<file path="src/rtl/gradient_calc_pipe.sv">
// rtl/gradient_calc_pipe.sv - 4-stage 3x3 Sobel/Prewitt gradient pipeline with magnitude, direction and edge count
// Controls ride with each beat; one global advance stalls every stage together.
module gradient_calc_pipe #(
    parameter  int PIX_W = 8,
    parameter  int CNT_W = 20,
    localparam int G_W   = PIX_W + 3,
    localparam int MAG_W = PIX_W + 3
) (
    input  logic               clk,
    input  logic               rstN,
    input  logic [9*PIX_W-1:0] win_in,
    input  logic               in_valid,
    input  logic               in_sof,
    output logic               in_ready,
    input  logic               kernel_sel,
    input  logic               mag_mode,
    input  logic [MAG_W-1:0]   thresh,
    output logic               out_valid,
    input  logic               out_ready,
    output logic [MAG_W-1:0]   mag_out,
    output logic [1:0]         dir_out,
    output logic               edge_out,
    output logic               out_sof,
    output logic [CNT_W-1:0]   edge_count
);
    localparam int SQ_W = 2 * MAG_W;
    localparam int DP_W = MAG_W + 9;

    function automatic logic signed [G_W-1:0] wgt(input logic signed [G_W-1:0] d, input logic prewitt);
        return prewitt ? d : (d <<< 1);
    endfunction

    function automatic logic [MAG_W-1:0] absv(input logic signed [G_W-1:0] v);
        return v[G_W-1] ? $unsigned(-v) : $unsigned(v);
    endfunction

    // Greedy bit-by-bit floor square root; t*t never exceeds SQ_W bits.
    function automatic logic [MAG_W-1:0] isqrt(input logic [SQ_W-1:0] x);
        logic [MAG_W-1:0] r;
        logic [MAG_W-1:0] t;
        r = '0;
        for (int i = MAG_W - 1; i >= 0; i--) begin
            t = r | (MAG_W'(1) << i);
            if (SQ_W'(t) * SQ_W'(t) <= x) r = t;
        end
        return r;
    endfunction

    logic                      advance;
    logic signed [G_W-1:0]     pix [9];

    logic                      s1_valid_q, s1_valid_d;
    logic [2:0][G_W-1:0]       s1_gx_q, s1_gx_d, s1_gy_q, s1_gy_d;
    logic                      s1_mode_q, s1_mode_d, s1_sof_q, s1_sof_d;
    logic [MAG_W-1:0]          s1_thr_q, s1_thr_d;

    logic                      s2_valid_q, s2_valid_d;
    logic signed [G_W-1:0]     s2_gx_q, s2_gx_d, s2_gy_q, s2_gy_d;
    logic                      s2_mode_q, s2_mode_d, s2_sof_q, s2_sof_d;
    logic [MAG_W-1:0]          s2_thr_q, s2_thr_d;

    logic                      s3_valid_q, s3_valid_d;
    logic [MAG_W-1:0]          s3_l1_q, s3_l1_d;
    logic [SQ_W-1:0]           s3_sq_q, s3_sq_d;
    logic [1:0]                s3_dir_q, s3_dir_d;
    logic                      s3_mode_q, s3_mode_d, s3_sof_q, s3_sof_d;
    logic [MAG_W-1:0]          s3_thr_q, s3_thr_d;

    logic                      out_valid_q, out_valid_d;
    logic [MAG_W-1:0]          mag_q, mag_d;
    logic [1:0]                dir_q, dir_d;
    logic                      edge_q, edge_d, sof_q, sof_d;
    logic [CNT_W-1:0]          cnt_q, cnt_d;

    logic [MAG_W-1:0]          ax, ay;
    logic [MAG_W:0]            l1_sum;
    logic [SQ_W-1:0]           ax_sq, ay_sq;
    logic [DP_W-1:0]           ax_w, ay_w;
    logic [1:0]                dir_c;
    logic [MAG_W-1:0]          mag_c;

    assign advance  = !out_valid_q || out_ready;
    assign in_ready = advance;

    always_comb begin
        for (int i = 0; i < 9; i++) begin
            pix[i] = $signed(G_W'(win_in[i*PIX_W +: PIX_W]));
        end
    end

    always_comb begin
        ax     = absv(s2_gx_q);
        ay     = absv(s2_gy_q);
        l1_sum = {1'b0, ax} + {1'b0, ay};
        ax_sq  = SQ_W'(ax) * SQ_W'(ax);
        ay_sq  = SQ_W'(ay) * SQ_W'(ay);
        ax_w   = DP_W'(ax);
        ay_w   = DP_W'(ay);
        // tan(22.5) ~ 106/256 and tan(67.5) ~ 256/106 bound the sectors.
        if ((ay_w << 8) <= ax_w * DP_W'(106)) begin
            dir_c = 2'd0;
        end else if (ay_w * DP_W'(106) > (ax_w << 8)) begin
            dir_c = 2'd2;
        end else if (s2_gx_q[G_W-1] == s2_gy_q[G_W-1]) begin
            dir_c = 2'd1;
        end else begin
            dir_c = 2'd3;
        end
        mag_c = s3_mode_q ? isqrt(s3_sq_q) : s3_l1_q;
    end

    always_comb begin
        s1_valid_d = s1_valid_q;
        s1_gx_d    = s1_gx_q;
        s1_gy_d    = s1_gy_q;
        s1_mode_d  = s1_mode_q;
        s1_sof_d   = s1_sof_q;
        s1_thr_d   = s1_thr_q;
        s2_valid_d = s2_valid_q;
        s2_gx_d    = s2_gx_q;
        s2_gy_d    = s2_gy_q;
        s2_mode_d  = s2_mode_q;
        s2_sof_d   = s2_sof_q;
        s2_thr_d   = s2_thr_q;
        s3_valid_d = s3_valid_q;
        s3_l1_d    = s3_l1_q;
        s3_sq_d    = s3_sq_q;
        s3_dir_d   = s3_dir_q;
        s3_mode_d  = s3_mode_q;
        s3_sof_d   = s3_sof_q;
        s3_thr_d   = s3_thr_q;
        out_valid_d = out_valid_q;
        mag_d      = mag_q;
        dir_d      = dir_q;
        edge_d     = edge_q;
        sof_d      = sof_q;
        cnt_d      = cnt_q;

        if (advance) begin
            s1_valid_d = in_valid;
            s1_gx_d[0] = pix[2] - pix[0];
            s1_gx_d[1] = wgt(pix[5] - pix[3], kernel_sel);
            s1_gx_d[2] = pix[8] - pix[6];
            s1_gy_d[0] = pix[6] - pix[0];
            s1_gy_d[1] = wgt(pix[7] - pix[1], kernel_sel);
            s1_gy_d[2] = pix[8] - pix[2];
            s1_mode_d  = mag_mode;
            s1_sof_d   = in_sof;
            s1_thr_d   = thresh;

            s2_valid_d = s1_valid_q;
            s2_gx_d    = $signed(s1_gx_q[0]) + $signed(s1_gx_q[1]) + $signed(s1_gx_q[2]);
            s2_gy_d    = $signed(s1_gy_q[0]) + $signed(s1_gy_q[1]) + $signed(s1_gy_q[2]);
            s2_mode_d  = s1_mode_q;
            s2_sof_d   = s1_sof_q;
            s2_thr_d   = s1_thr_q;

            s3_valid_d = s2_valid_q;
            s3_l1_d    = l1_sum[MAG_W] ? '1 : l1_sum[MAG_W-1:0];
            s3_sq_d    = ax_sq + ay_sq;
            s3_dir_d   = dir_c;
            s3_mode_d  = s2_mode_q;
            s3_sof_d   = s2_sof_q;
            s3_thr_d   = s2_thr_q;

            out_valid_d = s3_valid_q;
            mag_d      = mag_c;
            dir_d      = s3_dir_q;
            edge_d     = mag_c > s3_thr_q;
            sof_d      = s3_sof_q;
        end

        // Counter follows the result currently leaving, not the one being loaded.
        if (out_valid_q && out_ready) begin
            if (sof_q) begin
                cnt_d = CNT_W'(edge_q);
            end else if (cnt_q != {CNT_W{1'b1}}) begin
                cnt_d = cnt_q + CNT_W'(edge_q);
            end
        end
    end

    always_ff @(posedge clk) begin
        if (!rstN) begin
            s1_valid_q  <= 1'b0;
            s1_gx_q     <= '0;
            s1_gy_q     <= '0;
            s1_mode_q   <= 1'b0;
            s1_sof_q    <= 1'b0;
            s1_thr_q    <= '0;
            s2_valid_q  <= 1'b0;
            s2_gx_q     <= '0;
            s2_gy_q     <= '0;
            s2_mode_q   <= 1'b0;
            s2_sof_q    <= 1'b0;
            s2_thr_q    <= '0;
            s3_valid_q  <= 1'b0;
            s3_l1_q     <= '0;
            s3_sq_q     <= '0;
            s3_dir_q    <= '0;
            s3_mode_q   <= 1'b0;
            s3_sof_q    <= 1'b0;
            s3_thr_q    <= '0;
            out_valid_q <= 1'b0;
            mag_q       <= '0;
            dir_q       <= '0;
            edge_q      <= 1'b0;
            sof_q       <= 1'b0;
            cnt_q       <= '0;
        end else begin
            s1_valid_q  <= s1_valid_d;
            s1_gx_q     <= s1_gx_d;
            s1_gy_q     <= s1_gy_d;
            s1_mode_q   <= s1_mode_d;
            s1_sof_q    <= s1_sof_d;
            s1_thr_q    <= s1_thr_d;
            s2_valid_q  <= s2_valid_d;
            s2_gx_q     <= s2_gx_d;
            s2_gy_q     <= s2_gy_d;
            s2_mode_q   <= s2_mode_d;
            s2_sof_q    <= s2_sof_d;
            s2_thr_q    <= s2_thr_d;
            s3_valid_q  <= s3_valid_d;
            s3_l1_q     <= s3_l1_d;
            s3_sq_q     <= s3_sq_d;
            s3_dir_q    <= s3_dir_d;
            s3_mode_q   <= s3_mode_d;
            s3_sof_q    <= s3_sof_d;
            s3_thr_q    <= s3_thr_d;
            out_valid_q <= out_valid_d;
            mag_q       <= mag_d;
            dir_q       <= dir_d;
            edge_q      <= edge_d;
            sof_q       <= sof_d;
            cnt_q       <= cnt_d;
        end
    end

    assign out_valid  = out_valid_q;
    assign mag_out    = mag_q;
    assign dir_out    = dir_q;
    assign edge_out   = edge_q;
    assign out_sof    = sof_q;
    assign edge_count = cnt_q;

endmodule
</file>
<file path="config.mk">
export PLATFORM = sky130hd
export DESIGN_NAME = gradient_calc_pipe
export DESIGN_NICKNAME = d
export VERILOG_FILES = /design/src/rtl/gradient_calc_pipe.sv
export SDC_FILE = /design/constraint.sdc
export NUM_CORES = 2
export LEC_CHECK = 0
export ABC_AREA = 1
export CAP_MARGIN = 20
export CORE_ASPECT_RATIO = 0.7
export CORE_MARGIN = 2
export CORE_UTILIZATION = 70
export DETAILED_ROUTE_END_ITERATION = 8
export PLACE_DENSITY = 0.92
export SYNTH_ARGS = -nofsm -noshare
export SYNTH_HDL_FRONTEND = slang
export SYNTH_SLANG_ARGS = --single-unit
</file>
<file path="constraint.sdc">
create_clock -name clk -period 97.9 [get_ports clk]
set_input_delay 9.79 -clock clk [delete_from_list [all_inputs] [get_ports clk]]
set_output_delay 9.79 -clock clk [all_outputs]
set_load 0.05 [all_outputs]
</file>
# == Word level (Yosys, flattened, before mapping) ==
# Cells that the tools add are included.
# word_totals
wordCells,101
regBits,199
output_inout_bits,37
# op_classes
n_mul,14
eq_ne,2
reduce_logical,5
magnitude_cmp,14
muxes,22
addsub,15
# ops
op,count
multiplier 11 x 11 -> 22 bit,12
<= comparator 22 bit,10
2-to-1 mux 11 bit,5
subtractor 8 x 8 -> 9 bit,6
2-to-1 mux 20 bit,2
multiplier 11 x 6 -> 17 bit (second input constant),2
2-to-1 mux 9 bit,3
adder 11 x 10 -> 11 bit,2
adder 11 bit,2
adder 22 bit,1
<= comparator 21 x 22 -> 1 bit (first input constant),1
negation 11 bit,2
adder 20 x 1 -> 20 bit,1
!= test 20 bit (second input constant),1
greater-than comparator 18 x 19 -> 1 bit,1
<= comparator 19 x 18 -> 1 bit,1
adder 11 x 11 -> 12 bit,1
greater-than comparator 11 bit,1
2-to-1 mux 10 bit,1
2-to-1 mux 2 bit,4
2-to-1 mux 8 bit,1
2-to-1 mux 7 bit,1
2-to-1 mux 6 bit,1
2-to-1 mux 5 bit,1
other kinds (9),9

# == Depth between registers and ports, before layout ==
# logic_depth
ltp_word,34
ltp_mapped,233
mapped_depth_nobuf,230

# == Least setup slack after synthesis ==
# No wires, ideal clock.
# synth_path
path_kind,reg2reg
from,register s3_sq_q[20]
to,"register edge_q, in the netlist edge_out"
path_slack_ps,57541
t_arrival_ps,40289
n_path_buf,3
synth_period_minus_slack_ps,40359
path_stages_with_launch,206
setup_ps,70
cell_sequence,dfxtp_1 nor2_1 clkbuf_1 inv_1 ha_1 nand3_1 nor3_1 nand3b_1 nand2_1 nand2_2 inv_2 ha_1 xnor2_1 xor2_1 inv_1 ha_1 nand2_1 nor2_1 [... 170 more ...] o21ai_0 a21oi_1 nand2_1 a21oi_1 xor2_1 ha_1 a21oi_1 o21ai_0 a21oi_1 nand3_1 nand2_1 nand2_1 ha_1 o21ai_0 nand4_1 o2111ai_1 nand2_1 a21oi_1
# synth_via
elab_chain_len,34
# synth_rtl
item,line_no,rtl
start: declaration,64,"logic [SQ_W-1:0] s3_sq_q, s3_sq_d;"
start signal: assignment,225,s3_sq_q <= s3_sq_d;
<= comparator 21 x 22 -> 1 bit,44,if (SQ_W'(t) * SQ_W'(t) <= x) r = t;
2-to-1 mux 11 bit,44,
multiplier 11 x 11 -> 22 bit,44,
<= comparator 22 bit,44,
2-to-1 mux 10 bit,44,
multiplier 11 x 11 -> 22 bit,44,
<= comparator 22 bit,44,
2-to-1 mux 9 bit,44,
[... 18 more ...],-,
multiplier 11 x 11 -> 22 bit,44,
<= comparator 22 bit,44,
2-to-1 mux 2 bit,44,
multiplier 11 x 11 -> 22 bit,44,
<= comparator 22 bit,44,
2-to-1 mux 1 bit,44,
2-to-1 mux 11 bit *,109,mag_c = s3_mode_q ? isqrt(s3_sq_q) : s3_l1_q;
greater-than comparator 11 bit *,169,edge_d = mag_c > s3_thr_q;
end signal: assignment,233,edge_q <= edge_d;
end: declaration,72,"logic edge_q, edge_d, sof_q, sof_d;"
# Mark *: on every way between the ends. The rest lies on a longest branch, timed or not.
# A chain may end at the register's enable or synchronous reset.

# == Worst setup path in the final report ==
# Same ends and word-level chain as after synthesis.

==> results.cfg <==
[placed_design]
gp_congestion = 0.992
dpl_cell_area_um2 = 35500
io_buffers = 118
hpwl_um = 74000

[finish]
post-route-util = 0.757
antenna_cells = 0
final_area_um2 = 36200
nets = 5480
seqCellArea_um2 = 3820
areaGrowthSynthToFinish_pct = 6.98
drive_gt1_frac = 0.0311
multi_input_area_um2 = 26100
n_fill_cell = 3293

[clocking]
cts_htree_levels = 4
holdBufCountCts = 0
cts_buffer_depth = 2
cts_root_buf = clkbuf_16
clock_sink_count = 191
clk_latency_ns = 0.45
cts_resized = 0
cts_buffers = 17
cts_setup_buffers = 0
path_clk_slew_ns = 0.08
cts_tree = built

[timing]
tightest_slew_ns = 1.12
finalCritPeriodShare = 0.491
max_freq_mhz = 20.8
rsz0062_at_grt = no
period_needed_ns = 48.11
finalHoldViolations = 0
fin_tns_setup_ns = 0
slew_headroom = 0.253
finalSetupViolations = 0
skew_ns = 0.0115
slew_violations = 0

[floorplanning]
coreArea_um2 = 47800
start_util = 0.707
rows = 67
die-height_um = 188
die_area_um2 = 50100
io_pins = 127
dieWidth_um = 267

[global_route]
grt_max_degree = 109
grt-ovfl-total = 0
first_global_vias = 29400
grt_pass1_wl_um = 147000
antenna_found_initial = 1
grt.total_usage = 0.369

[logic_synthesis]
synth_warnings = 0
synth_edf_count = 0
syn_area_um2 = 33800
synth_area_leaders = ha_1 23%, fa_1 22%, dfxtp_1 11%
ys.flop_type = dfxtp_1
netlist_instances = 4317
synth-async-reset-ratio = 0
synth_top_cell_by_area = ha_1
synth_top_area_frac = 0.231
synth_top_cells_by_count = 911 x inv_1, 623 x ha_1, 592 x nand2_1
seq_area_frac_synth = 0.113
synth_cell_types = 57
synth_most_common_cell = inv_1
ys_ff_latch = 191
syn_area_per_cell_um2 = 7.83

[detailed_routing]
post-route-drc-count = 0
viasPerCell = 5.88
drt_pass1_iterations = 6
wirelength_um = 90700
ant_nets = 0
drt_iter0_drc = 3061
wire_per_inst_um = 18.0
vias = 29600

[critical_path]
timing.rr.end = edge_out$_SDFFE_PN0P_
cp_slowest_cell = inv_2
crit_path_start_kind = register
crit_fanout = 24
setup.worst_path.end_class = register
timing_worst_setup_path_type = reg2reg
r2r_cells = 210
r2r_slack_ns = 49.79
critPathRequiredTime_ns = 98.27
arrival_ns = 48.48
critPathMaxStageDelay_ns = 0.65
rr_startpoint = s3_sq_q[20]$_SDFFE_PN0P_

[outcome]
status = completed

[hold_path]
hold_class = reg2reg
min_to = s3_dir_q[1]$_SDFFE_PN0P_
hp-start = s3_dir_q[1]$_SDFFE_PN0P_
hold_depth = 2

[flow_run]
maxCapViolCount = 0
==> critical path: cells and delay by family (launching register included) <==
family                     cells  cell delay, ns
DFF                            1            0.35
AOI/OAI and AO/OA             32            6.32
and+or+nand+nor               65           10.72
adders and majority gates     61           23.25
buffers and inverters         41            5.60
xor gates and xnor gates      11            1.72
==> per-stage QoR <==
step / hold slack [ns] / worst slack [ns] / std cells
finish: 0.467 / 49.79 / 5031
CTS: 0.466 / 50.75 / 5031
floorplan: 0.430 / 57.54 / 4326
detailed placement: 0.454 / 50.99 / 4999
global placement: 0.444 / 52.13 / 4999
global route: 0.489 / 47.25 / 5031
==> kinds of logic (layout without fill, tap and decap cells) <==
kind of cell | count (synthesis) | after routing | share of synthesized area
xor+xnor | 198 | 198 | 0.0517
compound gates | 709 | 709 | 0.115
simple gates | 1208 | 1208 | 0.155
flops | 191 | 191 | 0.113
buf+inv | 1016 | 1100 | 0.115
fa+ha+maj | 993 | 993 | 0.450
other cells | 2 | 11 | 0.000222
==> per-layer routing <==
layer	vias to the layer above	track usage	wire length [µm]
met1	13800	0.529	38800
met4	2	0.114	2900
met2	1552	0.559	38700
li1	13900	-	-
met5	-	0	8
met3	268	0.0759	10300
==> flip-flops by register name, summed over array words and instances (netlist names), 2 cells and up <==
| name | count |
|---|---|
| s1_gx_q | 28 |
| s1_gy_q | 28 |
| s3_sq_q | 22 |
| edge_count | 20 |
| mag_out | 11 |
| s1_thr_q | 11 |
| s2_gx_q | 11 |
| s2_gy_q | 11 |
| s2_thr_q | 11 |
| s3_l1_q | 11 |
| s3_thr_q | 11 |
| dir_out | 2 |
| s3_dir_q | 2 |
==> worst max-delay path by stage <==
stage                                   from               endpoint  slack, ns  depth (start not counted)
floorplan           s3_sq_q[20]$_SDFFE_PN0P_  edge_out$_SDFFE_PN0P_      57.54                        205
global placement    s3_sq_q[20]$_SDFFE_PN0P_  edge_out$_SDFFE_PN0P_      52.13                        206
detailed placement  s3_sq_q[20]$_SDFFE_PN0P_  edge_out$_SDFFE_PN0P_      50.99                        209
CTS                 s3_sq_q[20]$_SDFFE_PN0P_  edge_out$_SDFFE_PN0P_      50.75                        209
global route        s3_sq_q[20]$_SDFFE_PN0P_  edge_out$_SDFFE_PN0P_      47.25                        209
finish              s3_sq_q[20]$_SDFFE_PN0P_  edge_out$_SDFFE_PN0P_      49.79                        210
==> placed cells by master (no fill, tap or decap), types with 10 or more instances in the layout <==
cell	Yosys	final
a21o_1	23	23
a21oi_1	318	318
a31oi_1	19	19
buf_4	2	18
clkbuf_16	0	17
clkdlybuf4s50_1	0	117
conb_1	2	11
dfxtp_1	191	191
fa_1	370	370
ha_1	623	623
inv_1	911	910
inv_2	19	19
nand2_1	592	592
nand2_2	10	10
nand3_1	166	166
nand3b_1	13	13
nand4_1	54	54
nor2_1	276	275
nor2_2	13	13
nor3_1	35	35
nor4_1	10	10
o211ai_1	18	18
o21ai_0	244	243
o21ai_1	13	14
o21bai_1	46	46
or2_2	13	13
xnor2_1	65	65
xor2_1	131	131
==> cell type report <==
| class | count | share of cell area |
|---|---|---|
| clock buffer | 17 | 0.0118 |
| clock inverter | 15 | 0.00543 |
| inverter | 933 | 0.0970 |
| multi-input combinational | 3119 | 0.722 |
| sequential | 191 | 0.106 |
| tap | 621 | 0.0215 |
| timing repair buffer | 135 | 0.0361 |
Power is left out: the tool's default activity adds up to more than one toggle a clock period on the data nets, which glitch-free logic cannot reach.
